File: config.mk
export PLATFORM = sky130hd
export DESIGN_NAME = fmap_stream_reader
export DESIGN_NICKNAME = d
export VERILOG_FILES = /design/src/rtl/lenet_pkg.sv /design/src/rtl/skid_fifo2.sv /design/src/rtl/fmap_stream_reader.sv
export SDC_FILE = /design/constraint.sdc
export NUM_CORES = 1
export LEC_CHECK = 0
export ABC_AREA = 1
export ABC_CLOCK_PERIOD_IN_PS = 5600
export CELL_PAD_IN_SITES_DETAIL_PLACEMENT = 0
export CELL_PAD_IN_SITES_GLOBAL_PLACEMENT = 1
export CORE_MARGIN = 3
export CORE_UTILIZATION = 35
export DETAILED_ROUTE_END_ITERATION = 12
export PLACE_DENSITY = 0.76
export SETUP_SLACK_MARGIN = 0.15
export SLEW_MARGIN = 20
export SYNTH_ARGS = -nofsm -noshare
export SYNTH_HDL_FRONTEND = slang
export SYNTH_SLANG_ARGS = --single-unit
File: constraint.sdc
create_clock -name clk -period 5.6 [get_ports clk]
set_input_delay 0.56 -clock clk [delete_from_list [all_inputs] [get_ports clk]]
set_output_delay 0.56 -clock clk [all_outputs]
set_load 0.05 [all_outputs]
File: src/rtl/lenet_pkg.sv
// Shared FSM encoding and width helpers for the LeNet feature-map datapath.
package lenet_pkg;

    typedef enum logic [1:0] {
        ST_IDLE  = 2'd0,
        ST_READ  = 2'd1,
        ST_DRAIN = 2'd2
    } fmap_rd_state_e;

    function automatic int ifm_addr_bits(input int side);
        return (side * side > 1) ? $clog2(side * side) : 1;
    endfunction

    function automatic int ifm_sel_bits(input int maps);
        return (maps > 1) ? $clog2(maps) : 1;
    endfunction

endpackage

File: src/rtl/skid_fifo2.sv
// Two-entry output FIFO. The oldest entry always sits in head_r, so the
// consumer sees data straight from a flop and it cannot change while stalled.
module skid_fifo2 #(
    parameter int WIDTH = 33
) (
    input  logic             clk,
    input  logic             reset,
    input  logic             push,
    input  logic [WIDTH-1:0] push_data,
    input  logic             pop,
    output logic [WIDTH-1:0] head,
    output logic             not_empty,
    output logic [1:0]       count
);

    logic [WIDTH-1:0] head_r;
    logic [WIDTH-1:0] tail_r;
    logic [1:0]       count_r;
    logic             pop_s;
    logic             push_s;

    // Qualify requests against the current occupancy.
    always_comb begin
        pop_s  = pop && (count_r != 2'd0);
        push_s = push && ((count_r != 2'd2) || pop_s);
    end

    // Storage update: on a pop the tail slides forward into the head slot.
    always_ff @(posedge clk) begin
        if (reset) begin
            head_r  <= '0;
            tail_r  <= '0;
            count_r <= 2'd0;
        end else begin
            case ({push_s, pop_s})
                2'b10: begin
                    if (count_r == 2'd0) begin
                        head_r <= push_data;
                    end else begin
                        tail_r <= push_data;
                    end
                    count_r <= count_r + 2'd1;
                end
                2'b01: begin
                    head_r  <= tail_r;
                    count_r <= count_r - 2'd1;
                end
                2'b11: begin
                    if (count_r == 2'd1) begin
                        head_r <= push_data;
                    end else begin
                        head_r <= tail_r;
                        tail_r <= push_data;
                    end
                end
                default: begin
                end
            endcase
        end
    end

    assign head      = head_r;
    assign not_empty = (count_r != 2'd0);
    assign count     = count_r;

endmodule

File: src/rtl/fmap_stream_reader.sv
// Streams a frame of NUMBER_OF_IFM_NEXT square maps out of bank memory.
// Define FMAP_RD_POOL_ORDER_EN to read each map in 2x2-window order instead of raster order.
module fmap_stream_reader
    import lenet_pkg::*;
#(
    parameter int  DATA_WIDTH            = 32,
    parameter int  IFM_SIZE_NEXT         = 10,
    parameter int  NUMBER_OF_IFM_NEXT    = 2,
    localparam int ADDRESS_SIZE_NEXT_IFM = ifm_addr_bits(IFM_SIZE_NEXT),
    localparam int SEL_BITS              = ifm_sel_bits(NUMBER_OF_IFM_NEXT)
) (
    input  logic                             clk,
    input  logic                             reset,
    input  logic                             start_from_previous,
    output logic                             end_to_previous,
    output logic [SEL_BITS-1:0]              ifm_sel,
    output logic                             ifm_enable_read,
    output logic [ADDRESS_SIZE_NEXT_IFM-1:0] ifm_address_read,
    input  logic [DATA_WIDTH-1:0]            ifm_data_in,
    output logic [DATA_WIDTH-1:0]            data_out,
    output logic                             data_valid,
    input  logic                             data_ready,
    output logic                             last_out
);

    localparam int AW = ADDRESS_SIZE_NEXT_IFM;
    localparam logic [AW-1:0]       LAST_ADDR = AW'(IFM_SIZE_NEXT * IFM_SIZE_NEXT - 1);
    localparam logic [SEL_BITS-1:0] LAST_SEL  = SEL_BITS'(NUMBER_OF_IFM_NEXT - 1);

    fmap_rd_state_e        state_r;
    fmap_rd_state_e        state_nxt_s;
    logic [SEL_BITS-1:0]   sel_r;
    logic [AW-1:0]         addr_s;
    logic                  issue_s;
    logic                  last_issue_s;
    logic                  room_s;
    logic                  pop_s;
    logic [2:0]            level_s;
    logic                  inflight_r;
    logic                  inflight_last_r;
    logic [DATA_WIDTH:0]   fifo_head_s;
    logic                  fifo_valid_s;
    logic [1:0]            fifo_count_s;

`ifdef FMAP_RD_POOL_ORDER_EN
    localparam int            HALF      = IFM_SIZE_NEXT / 2;
    localparam logic [AW-1:0] HALF_LAST = AW'(HALF - 1);
    localparam logic [AW-1:0] SIDE      = AW'(IFM_SIZE_NEXT);

    logic [1:0]    sub_r;
    logic [AW-1:0] wc_r;
    logic [AW-1:0] wr_r;

    if (IFM_SIZE_NEXT % 2 != 0) begin : g_odd_side
        $error("fmap_stream_reader: 2x2 window order needs an even IFM_SIZE_NEXT");
    end

    // Window row/column plus position inside the window rebuild the linear address.
    always_comb begin
        addr_s = (((wr_r << 1) + AW'(sub_r[1])) * SIDE) + (wc_r << 1) + AW'(sub_r[0]);
    end

    // Walk the four window positions, then windows in raster order, then banks.
    always_ff @(posedge clk) begin
        if (reset || (state_r == ST_IDLE && start_from_previous)) begin
            sub_r <= 2'd0;
            wc_r  <= '0;
            wr_r  <= '0;
            sel_r <= '0;
        end else if (issue_s && !last_issue_s) begin
            sub_r <= sub_r + 2'd1;
            if (sub_r == 2'd3) begin
                if (wc_r == HALF_LAST) begin
                    wc_r <= '0;
                    if (wr_r == HALF_LAST) begin
                        wr_r  <= '0;
                        sel_r <= sel_r + SEL_BITS'(1);
                    end else begin
                        wr_r <= wr_r + AW'(1);
                    end
                end else begin
                    wc_r <= wc_r + AW'(1);
                end
            end
        end
    end
`else
    logic [AW-1:0] addr_r;

    always_comb begin
        addr_s = addr_r;
    end

    // Raster address walk; the bank select advances when a map wraps.
    always_ff @(posedge clk) begin
        if (reset || (state_r == ST_IDLE && start_from_previous)) begin
            addr_r <= '0;
            sel_r  <= '0;
        end else if (issue_s && !last_issue_s) begin
            if (addr_r == LAST_ADDR) begin
                addr_r <= '0;
                sel_r  <= sel_r + SEL_BITS'(1);
            end else begin
                addr_r <= addr_r + AW'(1);
            end
        end
    end
`endif

    // Credit check: a pop this cycle frees a slot, which keeps one element per cycle flowing.
    always_comb begin
        pop_s        = fifo_valid_s & data_ready;
        level_s      = 3'(fifo_count_s) + {2'b00, inflight_r} - {2'b00, pop_s};
        room_s       = (level_s < 3'd2);
        last_issue_s = issue_s && (sel_r == LAST_SEL) && (addr_s == LAST_ADDR);
    end

    // FSM state register.
    always_ff @(posedge clk) begin
        if (reset) begin
            state_r <= ST_IDLE;
        end else begin
            state_r <= state_nxt_s;
        end
    end

    // FSM next-state logic.
    always_comb begin
        state_nxt_s = state_r;
        case (state_r)
            ST_IDLE: begin
                if (start_from_previous) state_nxt_s = ST_READ;
                else                     state_nxt_s = ST_IDLE;
            end
            ST_READ: begin
                if (last_issue_s) state_nxt_s = ST_DRAIN;
                else              state_nxt_s = ST_READ;
            end
            ST_DRAIN: begin
                if (pop_s && fifo_head_s[DATA_WIDTH]) state_nxt_s = ST_IDLE;
                else                                   state_nxt_s = ST_DRAIN;
            end
            default: state_nxt_s = ST_IDLE;
        endcase
    end

    // FSM outputs.
    always_comb begin
        end_to_previous = 1'b0;
        ifm_enable_read = 1'b0;
        case (state_r)
            ST_IDLE:  end_to_previous = 1'b1;
            ST_READ:  ifm_enable_read = room_s;
            ST_DRAIN: ifm_enable_read = 1'b0;
            default:  end_to_previous = 1'b1;
        endcase
    end

    assign issue_s = ifm_enable_read;

    // Memory returns data one cycle after the strobe; a reset drops anything in flight.
    always_ff @(posedge clk) begin
        if (reset) begin
            inflight_r      <= 1'b0;
            inflight_last_r <= 1'b0;
        end else begin
            inflight_r      <= issue_s;
            inflight_last_r <= last_issue_s;
        end
    end

    skid_fifo2 #(
        .WIDTH (DATA_WIDTH + 1)
    ) u_out_fifo (
        .clk       (clk),
        .reset     (reset),
        .push      (inflight_r),
        .push_data ({inflight_last_r, ifm_data_in}),
        .pop       (pop_s),
        .head      (fifo_head_s),
        .not_empty (fifo_valid_s),
        .count     (fifo_count_s)
    );

    assign ifm_sel          = sel_r;
    assign ifm_address_read = addr_s;
    assign data_out         = fifo_head_s[DATA_WIDTH-1:0];
    assign data_valid       = fifo_valid_s;
    assign last_out         = fifo_head_s[DATA_WIDTH] & fifo_valid_s;

endmodule

==> flow_summary.ini <==
[status]
run_status = finished clean

[sta]
slew_violations = 0
tightest_slew_ns = 0.809
maxSlewHeadroom = 0.457
tns_ns = 0
fin_crit_ns = 4.23
setup_viol = 0
rsz0062_at_grt = no
post-route-period-util = 0.755
timing_hold_violations_final = 0
finClkSkew_ns = 0.0103
fmax_ghz = 0.237

[pwr]
p_sw_uw = 1110
p_leak_uw = 0.00192
ir_drop_uv = 283
combPwrFrac = 0.493
sw_frac_of_total = 0.457
p_clk_frac = 0.176
p_seq_frac = 0.331
power_uw = 2430
power_density_nw_per_um2 = 526
internal_power_uw = 1320

[route]
drtAntennaViolNets = 0
route.met2.wl_mm = 3.72
drtIter0Drc = 230
wl_per_cell_um = 12.0
routed-wl-met3_um = 453
dr.pass1.iters = 4
top_layer = met4
met1_length_mm = 4.12
vias = 3219
viasPerCell = 4.62
drc = 0
wl_mm = 8.37

[cts]
cts_sinks = 80
cts_tree = built
clock_latency_ns = 0.34
clockRootBuffer = clkbuf_8
cts_hold_buffers = 0
htreeDepth = 3
clkTransAtPathRegs_ns = 0.08
cts_max_path_buffers = 2
post_cts_buffers = 0
cts_buffers = 9
cts.repair.resized = 0

[final_layout]
multi_input_area_um2 = 1610
diodes = 0
layout-drive-gt1-share = 0.0766
seqCellArea_um2 = 1600
fillers = 1107
final_nets = 602
syn_to_final_growth_pct = 19.3

[placed_design]
port_buffers = 79
dp_hpwl_mm = 5.40
globalplace.congestion = 0.806

[critical_path]
r2r_start = u_out_fifo.count[1]$_SDFFE_PP0P_
crit_path_max_incr_delay_ns = 0.82
reg2reg_depth = 15
crit_path_end_kind = output port
cpMostUsedCell = inv_1
regToRegSetupSlack_ns = 2.45
crit_type = reg -> out
r2r-end = ifm_address_read[6]$_SDFFE_PP0P_
cp.required_ns = 5.04
crit_path_cell_trace = inv_1, ha_1, inv_2, nand2_4, inv_2, ha_1, or2_2, fa_1, nand2_1, inv_1, nand3_1, inv_1, clkdlybuf4s50_1
cp_max_fo = 4
start_kind = register
cp.arrival_ns = 3.67
slowest_stage = clkdlybuf4s50_1

[floorplanning]
die_w_um = 111
dieArea_um2 = 12400
die_h_um = 111
io_pins = 80
num_rows = 37
core_area_um2 = 10600
start_util = 0.367

[yosys]
avgSynthCellArea_um2 = 7.40
yosys.area.top_type = dfxtp_1
synthAdderAreaFrac = 0.0342
synth_most_common_cell = dfxtp_1
ys.flop_type = dfxtp_1
synthTopCellsByCount = dfxtp_1, o21ai_0, nor2_1, nand2_1, inv_1
async_flop_share = 0
synth_fp_nets = 569
synth_xor_area_frac = 0.00452
synth.distinct_cells = 26
yosysSeqAreaShare = 0.414
yosysWarningCount = 0
ys_top_cells_by_area = dfxtp_1, o21ai_0, nor2_1
synth_top_family_by_area = compound AO/OA/AOI/OAI gates
synth-compound-area-share = 0.200
synth_edf_count = 0
synthesis.area_um2 = 3870
synth-simple-area-share = 0.174
yosysTopAreaCellShare = 0.414
muxShareOfSynthArea = 0
ys_seq_elements = 80
synth_cells = 523

[global_route]
grt_pass1_vias = 3123
grt_max_degree = 67
globalRouteTotalUtil = 0.145
grt_pass1_wl_mm = 14.9
grt_overflow_total = 0
antenna_found_initial = 0

[hold_path]
hp-class = reg -> reg
timing.hold.worst_path_depth = 2
min_from = u_out_fifo.tail_r[3]$_SDFFE_PP0P_
hold_path_end = u_out_fifo.tail_r[3]$_SDFFE_PP0P_

[flow_run]
drv_cap = 0
[cells by family after synthesis]
| group | after synthesis |
|---|---|
| AO/OA/AOI/OAI | 152 |
| AND/OR/NAND/NOR | 159 |
| adder cells (fa/ha/maj) | 10 |
| flip-flops | 80 |
| XOR/XNOR | 2 |
| buffers and inverters | 120 |
[per-stage QoR]
stage | instance area (µm²) | worst slack [ns] | utilization | instances | hold WS (ns)
after CTS | 4610 | 1.37 | 0.437 | 697 | 0.488
after global placement | 4420 | 1.61 | 0.418 | 681 | 0.458
after detailed placement | 4420 | 1.56 | 0.418 | 681 | 0.468
after floorplan | 3870 | 2.35 | - | 523 | 0.449
after global routing | 4620 | 1.17 | 0.438 | 697 | 0.510
final | 4620 | 1.37 | 0.438 | 697 | 0.480
[layout by cell type, fill, tap and decap left out, drive strengths merged]
| cell | instances |
|---|---|
| o21ai | 107 |
| nor2 | 85 |
| dfxtp | 80 |
| clkdlybuf4s50 | 79 |
| nand2 | 62 |
| inv | 60 |
| a21oi | 44 |
| clkbuf | 11 |
| nand3 | 9 |
| ha | 9 |
| clkinv | 4 |
| or2 | 2 |
| xor2 | 2 |
| buf | 2 |
| nor3 | 1 |
| a211oi | 1 |
| fa | 1 |
| bufinv | 1 |
| clkinvlp | 1 |
[sequential cells by signal (all words and copies together) (netlist names)]
signal / cells
ifm_address_read: 7
u_out_fifo.tail_r: 33
state_r: 2
u_out_fifo.count: 2
u_out_fifo.head: 33
inflight_last_r: 1
ifm_sel: 1
inflight_r: 1
[power by group through the flow]
stage / logic (µW) / registers (µW) / clock network (µW)
floorplan: 1040 / 807 / 0
global placement: 1200 / 815 / 0
detailed placement: 1210 / 818 / 0
CTS: 1220 / 807 / 447
global route: 1310 / 827 / 476
finish: 1200 / 804 / 427
[layer usage]
metal | vias up | GRT usage
li1 | 1699 | -
met4 | 0 | 0.0316
met3 | 9 | 0.0508
met5 | - | 0
met2 | 73 | 0.230
met1 | 1438 | 0.189
[worst max-delay path by stage]
stage                                     startpoint         endpoint  slack, ns
floorplan           u_out_fifo.count[1]$_SDFFE_PP0P_  ifm_enable_read       2.35
global placement                          data_ready  ifm_enable_read       1.61
detailed placement                        data_ready  ifm_enable_read       1.56
CTS                 u_out_fifo.count[1]$_SDFFE_PP0P_  ifm_enable_read       1.37
global route        u_out_fifo.count[1]$_SDFFE_PP0P_  ifm_enable_read       1.17
finish              u_out_fifo.count[1]$_SDFFE_PP0P_  ifm_enable_read       1.37
[critical path, delay by kind of cell (launching register included)]
family                   cells  cell delay, ns
adder cells (fa/ha/maj)      3            0.96
buffers and inverters        6            1.37
AND/OR/NAND/NOR              4            0.57
flip-flops                   1            0.41
[cell type report]
class | instances | share of cell area
Clock buffer | 11 | 0.0306
Clock inverter | 5 | 0.0122
Inverter | 61 | 0.0507
Multi-Input combinational cell | 323 | 0.348
Sequential cell | 80 | 0.347
Tap cell | 136 | 0.0368
Timing Repair Buffer | 81 | 0.174
Power figures use the tool's default switching activity.
